$ cat src/rtl/video_timing_gen.sv
// Raster timing generator: counters, sync, display enable, look-ahead read strobe.
// Optional test-pattern output on o_rgb when VIDEO_TPG_EN is defined.
//
// state  | meaning
// S_IDLE | counters held at 0, outputs at idle levels, waiting for enable
// S_RUN  | counters advance every pixel clock, outputs follow counters one cycle later
module video_timing_gen #(
  parameter int   HDISP     = 800,
  parameter int   HFP       = 40,
  parameter int   HPULSE    = 128,
  parameter int   HBP       = 88,
  parameter int   VDISP     = 480,
  parameter int   VFP       = 1,
  parameter int   VPULSE    = 3,
  parameter int   VBP       = 21,
  parameter logic HS_POL    = 1'b0,
  parameter logic VS_POL    = 1'b0,
  parameter int   LOOKAHEAD = 1,
  localparam int  HTOTAL    = HDISP + HFP + HPULSE + HBP,
  localparam int  VTOTAL    = VDISP + VFP + VPULSE + VBP,
  localparam int  XW        = $clog2(HTOTAL),
  localparam int  YW        = $clog2(VTOTAL)
) (
  input  logic          i_pixel_clk,
  input  logic          i_pixel_rst,
  input  logic          i_enable,
  output logic          o_hs,
  output logic          o_vs,
  output logic          o_de,
  output logic          o_de_req,
  output logic [XW-1:0] o_x,
  output logic [YW-1:0] o_y,
  output logic          o_sof,
  output logic          o_eol
`ifdef VIDEO_TPG_EN
  ,
  output logic [23:0]   o_rgb
`endif
);

  generate
    if (LOOKAHEAD < 0 || LOOKAHEAD > HBP) begin : g_bad_lookahead
      $error("video_timing_gen: LOOKAHEAD must lie in 0..HBP");
    end
    if (HDISP == 0 || HFP == 0 || HPULSE == 0 || HBP == 0 ||
        VDISP == 0 || VFP == 0 || VPULSE == 0 || VBP == 0) begin : g_bad_timing
      $error("video_timing_gen: timing parameters must be non-zero");
    end
`ifdef VIDEO_TPG_EN
    if (HDISP % 8 != 0) begin : g_bad_bars
      $error("video_timing_gen: HDISP must be a multiple of 8 for the test pattern");
    end
`endif
  endgenerate

  typedef enum logic {S_IDLE, S_RUN} state_t;

  state_t        r_state;
  logic [XW-1:0] r_hcnt;
  logic [YW-1:0] r_vcnt;

  logic          r_hs, r_vs, r_de, r_de_req, r_sof, r_eol;
  logic [XW-1:0] r_x;
  logic [YW-1:0] r_y;

  int   w_h, w_v, w_ha, w_va;
  logic w_h_last, w_v_last, w_vis, w_hs_act, w_vs_act, w_wrap, w_req;

  always_comb begin
    w_h      = int'(r_hcnt);
    w_v      = int'(r_vcnt);
    w_h_last = (w_h == HTOTAL - 1);
    w_v_last = (w_v == VTOTAL - 1);
    w_vis    = (w_h < HDISP) && (w_v < VDISP);
    w_hs_act = (w_h >= HDISP + HFP) && (w_h < HDISP + HFP + HPULSE);
    w_vs_act = (w_v >= VDISP + VFP) && (w_v < VDISP + VFP + VPULSE);
    // Position LOOKAHEAD pixels ahead; it can spill into the next line or frame.
    w_ha     = w_h + LOOKAHEAD;
    w_va     = w_v;
    w_wrap   = 1'b0;
    if (w_ha >= HTOTAL) begin
      w_ha = w_ha - HTOTAL;
      w_va = w_v + 1;
      if (w_va == VTOTAL) begin
        w_va   = 0;
        w_wrap = 1'b1;
      end
    end
    // A lead into the next frame is only issued if that frame will actually run.
    w_req    = (w_ha < HDISP) && (w_va < VDISP) && (!w_wrap || i_enable);
  end

`ifdef VIDEO_TPG_EN
  localparam int BARW = HDISP / 8;

  logic [2:0]  w_bar;
  logic [23:0] w_color;
  logic [23:0] r_rgb;

  always_comb begin
    w_bar = 3'd0;
    for (int k = 1; k < 8; k++) begin
      if (w_h >= k * BARW) w_bar = 3'(k);
    end
    w_color = 24'h000000;
    case (w_bar)
      3'd0: w_color = 24'hFFFFFF;
      3'd1: w_color = 24'hFFFF00;
      3'd2: w_color = 24'h00FFFF;
      3'd3: w_color = 24'h00FF00;
      3'd4: w_color = 24'hFF00FF;
      3'd5: w_color = 24'hFF0000;
      3'd6: w_color = 24'h0000FF;
      3'd7: w_color = 24'h000000;
      default: w_color = 24'h000000;
    endcase
  end

  always_ff @(posedge i_pixel_clk) begin
    if (i_pixel_rst || r_state != S_RUN || !w_vis) r_rgb <= 24'h000000;
    else                                           r_rgb <= w_color;
  end

  assign o_rgb = r_rgb;
`endif

  always_ff @(posedge i_pixel_clk) begin
    if (i_pixel_rst) begin
      r_state  <= S_IDLE;
      r_hcnt   <= '0;
      r_vcnt   <= '0;
      r_hs     <= ~HS_POL;
      r_vs     <= ~VS_POL;
      r_de     <= 1'b0;
      r_de_req <= 1'b0;
      r_sof    <= 1'b0;
      r_eol    <= 1'b0;
      r_x      <= '0;
      r_y      <= '0;
    end else begin
      case (r_state)
        S_IDLE: begin
          if (i_enable) r_state <= S_RUN;
        end
        S_RUN: begin
          if (w_h_last) begin
            r_hcnt <= '0;
            if (w_v_last) begin
              r_vcnt <= '0;
              if (!i_enable) r_state <= S_IDLE;
            end else begin
              r_vcnt <= r_vcnt + 1'b1;
            end
          end else begin
            r_hcnt <= r_hcnt + 1'b1;
          end
        end
        default: r_state <= S_IDLE;
      endcase

      if (r_state == S_RUN) begin
        r_hs     <= w_hs_act ? HS_POL : ~HS_POL;
        r_vs     <= w_vs_act ? VS_POL : ~VS_POL;
        r_de     <= w_vis;
        r_de_req <= (LOOKAHEAD == 0) ? w_vis : w_req;
        r_sof    <= (w_h == 0) && (w_v == 0);
        r_eol    <= (w_h == HDISP - 1) && (w_v < VDISP);
        r_x      <= r_hcnt;
        r_y      <= r_vcnt;
      end else begin
        r_hs     <= ~HS_POL;
        r_vs     <= ~VS_POL;
        r_de     <= 1'b0;
        r_de_req <= 1'b0;
        r_sof    <= 1'b0;
        r_eol    <= 1'b0;
        r_x      <= '0;
        r_y      <= '0;
      end
    end
  end

  assign o_hs     = r_hs;
  assign o_vs     = r_vs;
  assign o_de     = r_de;
  assign o_de_req = r_de_req;
  assign o_x      = r_x;
  assign o_y      = r_y;
  assign o_sof    = r_sof;
  assign o_eol    = r_eol;

endmodule

$ cat config.mk
export PLATFORM = sky130hd
export DESIGN_NAME = video_timing_gen
export DESIGN_NICKNAME = d
export VERILOG_FILES = /design/src/rtl/video_timing_gen.sv
export SDC_FILE = /design/constraint.sdc
export NUM_CORES = 1
export LEC_CHECK = 0
export CORE_AREA = 2 2 75 77
export DETAILED_ROUTE_END_ITERATION = 8
export DIE_AREA = 0 0 77 79
export MAX_ROUTING_LAYER = met4
export PLACE_DENSITY = 0.77
export SLEW_MARGIN = 30
export SYNTH_ARGS = -nofsm -noshare
export SYNTH_HDL_FRONTEND = slang
export SYNTH_SLANG_ARGS = --single-unit
$ cat constraint.sdc
create_clock -name i_pixel_clk -period 5.05 [get_ports i_pixel_clk]
set_input_delay 1.01 -clock i_pixel_clk [delete_from_list [all_inputs] [get_ports i_pixel_clk]]
set_output_delay 1.01 -clock i_pixel_clk [all_outputs]
set_load 0.02 [all_outputs]
* Word-level counts from Yosys, hierarchy flattened *
Index checks and enable logic that the tools add are counted.

cells by class
  bitwise gates (word level) = 1
  multiplexer cells = 13
  reductions and logical operators = 13
  shift operators = 0
  order comparisons = 9
  add/sub/neg operators = 5
  divide/modulo/power cells = 0
  multiply operators = 0
  equality and inequality tests = 4

operator list
  cell                                                                 number
  logical NOT 32 bit                                                   2
  less-than comparator 32 x 10 -> 1 bit, second input constant         1
  less-than comparator 32 x 11 -> 1 bit, second input constant         1
  2-to-1 mux 32 bit                                                    1
  equality test 11 bit, second input constant                          2
  less-than comparator 11 x 10 -> 1 bit, second input constant         2
  2-to-1 mux 10 bit                                                    2
  less-than comparator 9 bit, second input constant                    2
  subtractor 12 x 11 -> 13 bit, second input constant                  1
  adder 11 x 1 -> 12 bit, second input constant                        1
  greater-or-equal comparator 12 x 11 -> 1 bit, second input constant  1
  adder 11 x 1 -> 11 bit, second input constant                        1
  greater-or-equal comparator 11 x 10 -> 1 bit, second input constant  1
  2-to-1 mux 11 bit                                                    1
  adder 9 x 1 -> 10 bit, second input constant                         1
  equality test 10 x 9 -> 1 bit, second input constant                 1
  adder 9 x 1 -> 9 bit, second input constant                          1
  equality test 9 x 4 -> 1 bit, second input constant                  1
  greater-or-equal comparator 9 bit, second input constant             1
  2-to-1 mux 9 bit                                                     1
  logical AND 1 bit                                                    7
  2-to-1 mux 1 bit                                                     7
  case mux 1 bit (2 select lines)                                      1
  AND reduction 2 bit                                                  1
  other kinds (4)                                                      4

word-level totals
  bits in writable memories = 0
  output and inout port bits = 26
  input port bits = 3
  logic and storage cells = 56
  memory bits (read-only) = 0
  flip-flop bits (word level) = 47
  latch bits = 0
  memories kept = 0

* Depth between registers and ports, before layout *
  depth after elaboration = 7
  depth in mapped cells = 13
  gate-level depth less buffers = 12

* Worst setup path before layout *
OpenSTA, ideal clock, no wires.

  path kind = reg-to-reg
  start = register r_hcnt[1]
  end = register r_de_req, in the netlist o_de_req
  stages on the path, launching flop included = 14
  setup time = 0.079 ns
  slack = 2.133 ns
  clock period less this slack = 2.917 ns
  path buffers = 1
  arrival time = 2.837 ns
  data required time = 4.971 ns
  cells stage by stage = dfxtp_1 -> ha_1 -> buf_2 -> and4_1 -> nand2_1 -> xor2_1 -> ha_1 -> nand2_1 -> or4_4 -> and2_4 -> o2bb2ai_2 -> a21o_1 -> mux2i_1 -> a211oi_2

between the ends
  cells in the longest elaborated chain, start to end = 6
  elaborated cells between the ends (all ways) = 12
  those cells by class = add/sub: 2; order compare: 3; mux: 3; reduce/logical: 4

ends and longest elaborated chain
  element                                                                                              line    RTL
  from (decl)                                                                                          59      logic [XW-1:0] r_hcnt;
  from (signal assigned)                                                                               155     r_hcnt <= r_hcnt + 1'b1;
  adder 11 x 1 -> 12 bit (*)                                                                           78      w_ha = w_h + LOOKAHEAD;
  subtractor 12 x 11 -> 13 bit / greater-or-equal comparator 12 x 11 -> 1 bit (equally long branches)  82, 81
  2-to-1 mux 32 bit (tied with other cells)                                                            81      if (w_ha >= HTOTAL) begin
  less-than comparator 32 x 11 -> 1 bit (tied with other cells)                                        90      w_req = (w_ha < HDISP) && (w_va < VDISP) && (!w_wrap || i_enable);
  logical AND 1 bit / logical OR 1 bit (equally long branches)                                         90
  logical AND 1 bit (*)                                                                                90
  to (signal assigned)                                                                                 165     r_de_req <= (LOOKAHEAD == 0) ? w_vis : w_req;
  to (decl)                                                                                            62      logic r_hs, r_vs, r_de, r_de_req, r_sof, r_eol;

Every way passes the cells marked *; elsewhere a longest branch is shown, timed or not.
A chain may end at the register's enable or synchronous reset.

* Worst setup path after layout *
  start = register r_hcnt[0]
  end = register r_de_req, in the netlist o_de_req

Same word-level chain as after synthesis.

==> impl_metrics.py <==
metrics = {
    "run_status": {
        "outcome": "completed",
    },
    "timing": {
        "timing.clock.skew_ns": 0.00650,
        "maxClockFrequency_mhz": 303,
        "setup-violations-final": 0,
        "worst_slew_margin_rel": 0.425,
        "timing_worst_slew_pin_value_ns": 0.860,
        "period_needed_ns": 3.30,
        "finalSetupTns_ns": 0,
        "finalCritPeriodShare": 0.653,
        "hold-worst-slack_ns": 0.544,
        "hold_violations": 0,
        "rsz0062_at_grt": "no",
        "timing.final.max_slew_violations": 0,
    },
    "synthesis": {
        "synth_area_mm2": 0.00248,
        "ys.warnings.count": 0,
        "synth_flop_cell": "dfxtp_1",
        "synth_area_leader_cell": "dfxtp_1",
        "async_flop_share": 0,
        "yosys_register_bits": 47,
        "ys_top_cells_by_count": "47 x dfxtp_1, 34 x nor2_1, 22 x nand2_1",
        "synth-edff-count": 0,
        "post_synth_num_cell_types": 55,
        "gate_count_after_technology_mapping": 301,
        "share_of_synthesized_area_occupied_by_flip_flops_and_latches": 0.380,
        "synthDominantCellAreaShare": 0.380,
        "syn-num-nets": 312,
        "synthTopCellsByArea": "dfxtp_1 38%, nor2_1 5.1%, ha_1 4.0%, and2_1 3.8%, xor2_1 3.5%",
        "synth_area_per_cell_um2": 8.23,
        "yosys.cell_count.top_type": "dfxtp_1",
    },
    "global_routing": {
        "grt_start_max_net_pins": 24,
        "grt_overflow": 0,
        "grt_usage": 0.196,
        "grt_antenna_before_repair": 0,
        "vias_in_the_first_global_route": 1888,
        "wire_length_of_the_first_global_routing_pass_um": 9340,
    },
    "placed_design": {
        "port_buffers": 28,
        "detailedPlacementHpwl_um": 3770,
        "placed_cells_incl_taps": 376,
        "globalplace.congestion": 0.954,
    },
    "detailed_routing": {
        "vias": 2174,
        "routed_via_count_divided_by_cell_count": 5.66,
        "postRouteWirelength_um": 5560,
        "postRouteAntennaNets": 0,
        "routed_wire_length_per_instance_um": 14.5,
        "1st_iter_drt_viols": 290,
        "detailedRoute.firstPassIterationCount": 5,
        "drc": 0,
    },
    "setup_path": {
        "critical_path.max_fanout": 10,
        "required_ns": 5.28,
        "critPathKind": "reg -> reg",
        "worstPathCellList": "ha_1 > and4_1 > nand2_1 > xor2_1 > ha_1 > nand2_1 > or4_4 > and2_4 > o2bb2ai_2 > a21o_1 > mux2i_1 > a211oi_2",
        "startpoint_kind_of_the_worst_setup_timing_path": "register",
        "critical-path-max-stage-delay_ns": 0.53,
        "end_kind": "register",
        "cpMaxStageDelayCell": "dfxtp_1",
        "critical_path_at_ns": 3.53,
    },
    "finish": {
        "fillCellCount": 538,
        "final_core_utilization": 0.536,
        "drive_gt1_frac": 0.0737,
        "syn_to_final_growth_pct": 15.4,
        "num_antenna_cells": 0,
        "finalNonFillerCells": 384,
        "nets": 322,
    },
    "cts": {
        "htree_levels": 2,
        "ctsLongestPathBuffers": 2,
        "cts-buffers-inserted": 5,
        "cts.sink_count": 47,
        "cts_tree": "built",
        "post_cts.resized_instances": 0,
        "clockRootBuffer": "clkbuf_8",
        "clock_slew_at_the_register_clock_pins_of_the_worst_setup_and_hold_paths_ns": 0.09,
        "cts.hold.buffers_added": 0,
        "cts_setup_buffers": 0,
        "worst_skew_pair.late_latency_ns": 0.31,
    },
    "pwr": {
        "vdd.ir_drop.worst_uv": 124,
        "power_density_mw_per_mm2": 242,
        "leakage_uw": 0.00102,
    },
    "floorplanning": {
        "placeableCoreArea_mm2": 0.00534,
        "placement_rows": 27,
        "die_h_um": 79,
        "dieArea_mm2": 0.00608,
        "die_w_um": 77,
        "initial_utilization": 0.464,
        "floorplan.io_pins": 29,
    },
    "run": {
        "cap_violations": 0,
    },
    "hold_path": {
        "holdCritPathClass": "reg -> reg",
    },
}
-- final timing paths --
kind,slack [ns],endpoint,startpoint,depth (start not counted)
worst max-delay path,1.75,o_de_req,r_hcnt[0],12
worst min-delay path,0.54,r_vcnt[3],r_vcnt[3],2
worst max register to register,1.75,o_de_req,r_hcnt[0],12
worst min register to register,0.54,r_vcnt[3],r_vcnt[3],2
-- layout by cell type (no fill, tap or decap), drive strengths merged, types with 6 or more instances in the layout --
cell,count
and2,16
nand4,10
a21oi,15
dfxtp,47
o21ai,11
inv,8
nand3,12
and3,8
clkdlybuf4s50,28
nor4,7
nand2,24
xnor2,6
xor2,10
ha,8
nor3,10
nor2,37
-- stage by stage --
step	worst slack, ns	cell area (um2)	power (uW)
final	1.75	2860	692
after global routing	1.48	2860	718
after CTS	1.77	2850	698
after detailed placement	1.80	2740	412
after global placement	1.91	2740	411
after floorplan	2.13	2480	403
-- logic make-up after synthesis --
| family | synth area share |
|---|---|
| buffers and inverters | 0.0586 |
| AO/OA/AOI/OAI | 0.135 |
| multiplexers | 0.00808 |
| AND/OR/NAND/NOR | 0.322 |
| adder cells (fa/ha/maj) | 0.0404 |
| flip-flops | 0.380 |
| XOR/XNOR | 0.0565 |
-- state kept, by name, indices dropped and copies added, names as in the netlist --
signal    count
o_hs          1
o_de_req      1
o_eol         1
o_de          1
o_vs          1
o_sof         1
r_vcnt        9
o_x          11
r_hcnt       11
r_state       1
o_y           9
-- metal layers --
metal	routed length, um	global-route usage	up-vias
li1	-	-	1071
met1	2640	0.277	977
met2	2410	0.283	108
met3	378	0.0273	18
met4	134	0.0804	0
met5	0	-	-
-- layout make-up --
type / count / area, um2 / share of cell area
clock buffers: 5 / 68.8 / 0.0240
multi-input cells: 222 / 1410 / 0.492
well taps: 72 / 90.1 / 0.0315
clock inverters: 3 / 47.5 / 0.0166
flip-flops and latches: 47 / 941 / 0.329
repair buffers: 28 / 280 / 0.0979
inverters: 7 / 26.3 / 0.00918
-- critical path: cells and delay by family, from the launching register on --
family | cells | cell delay [ns]
XOR/XNOR | 1 | 0.17
AND/OR/NAND/NOR | 5 | 1.19
multiplexers | 1 | 0.13
flip-flops | 1 | 0.53
adder cells (fa/ha/maj) | 2 | 0.66
AO/OA/AOI/OAI | 3 | 0.54
-- report_power, final --
| group | total (uW) | internal, uW | leakage [uW] | switching, uW |
|---|---|---|---|---|
| Clock | 289 | 150 | 0.0000587 | 139 |
| Sequential | 381 | 374 | 0.000380 | 6.70 |
| Combinational | 22.7 | 9.38 | 0.000580 | 13.3 |
Power figures use the tool's default switching activity.
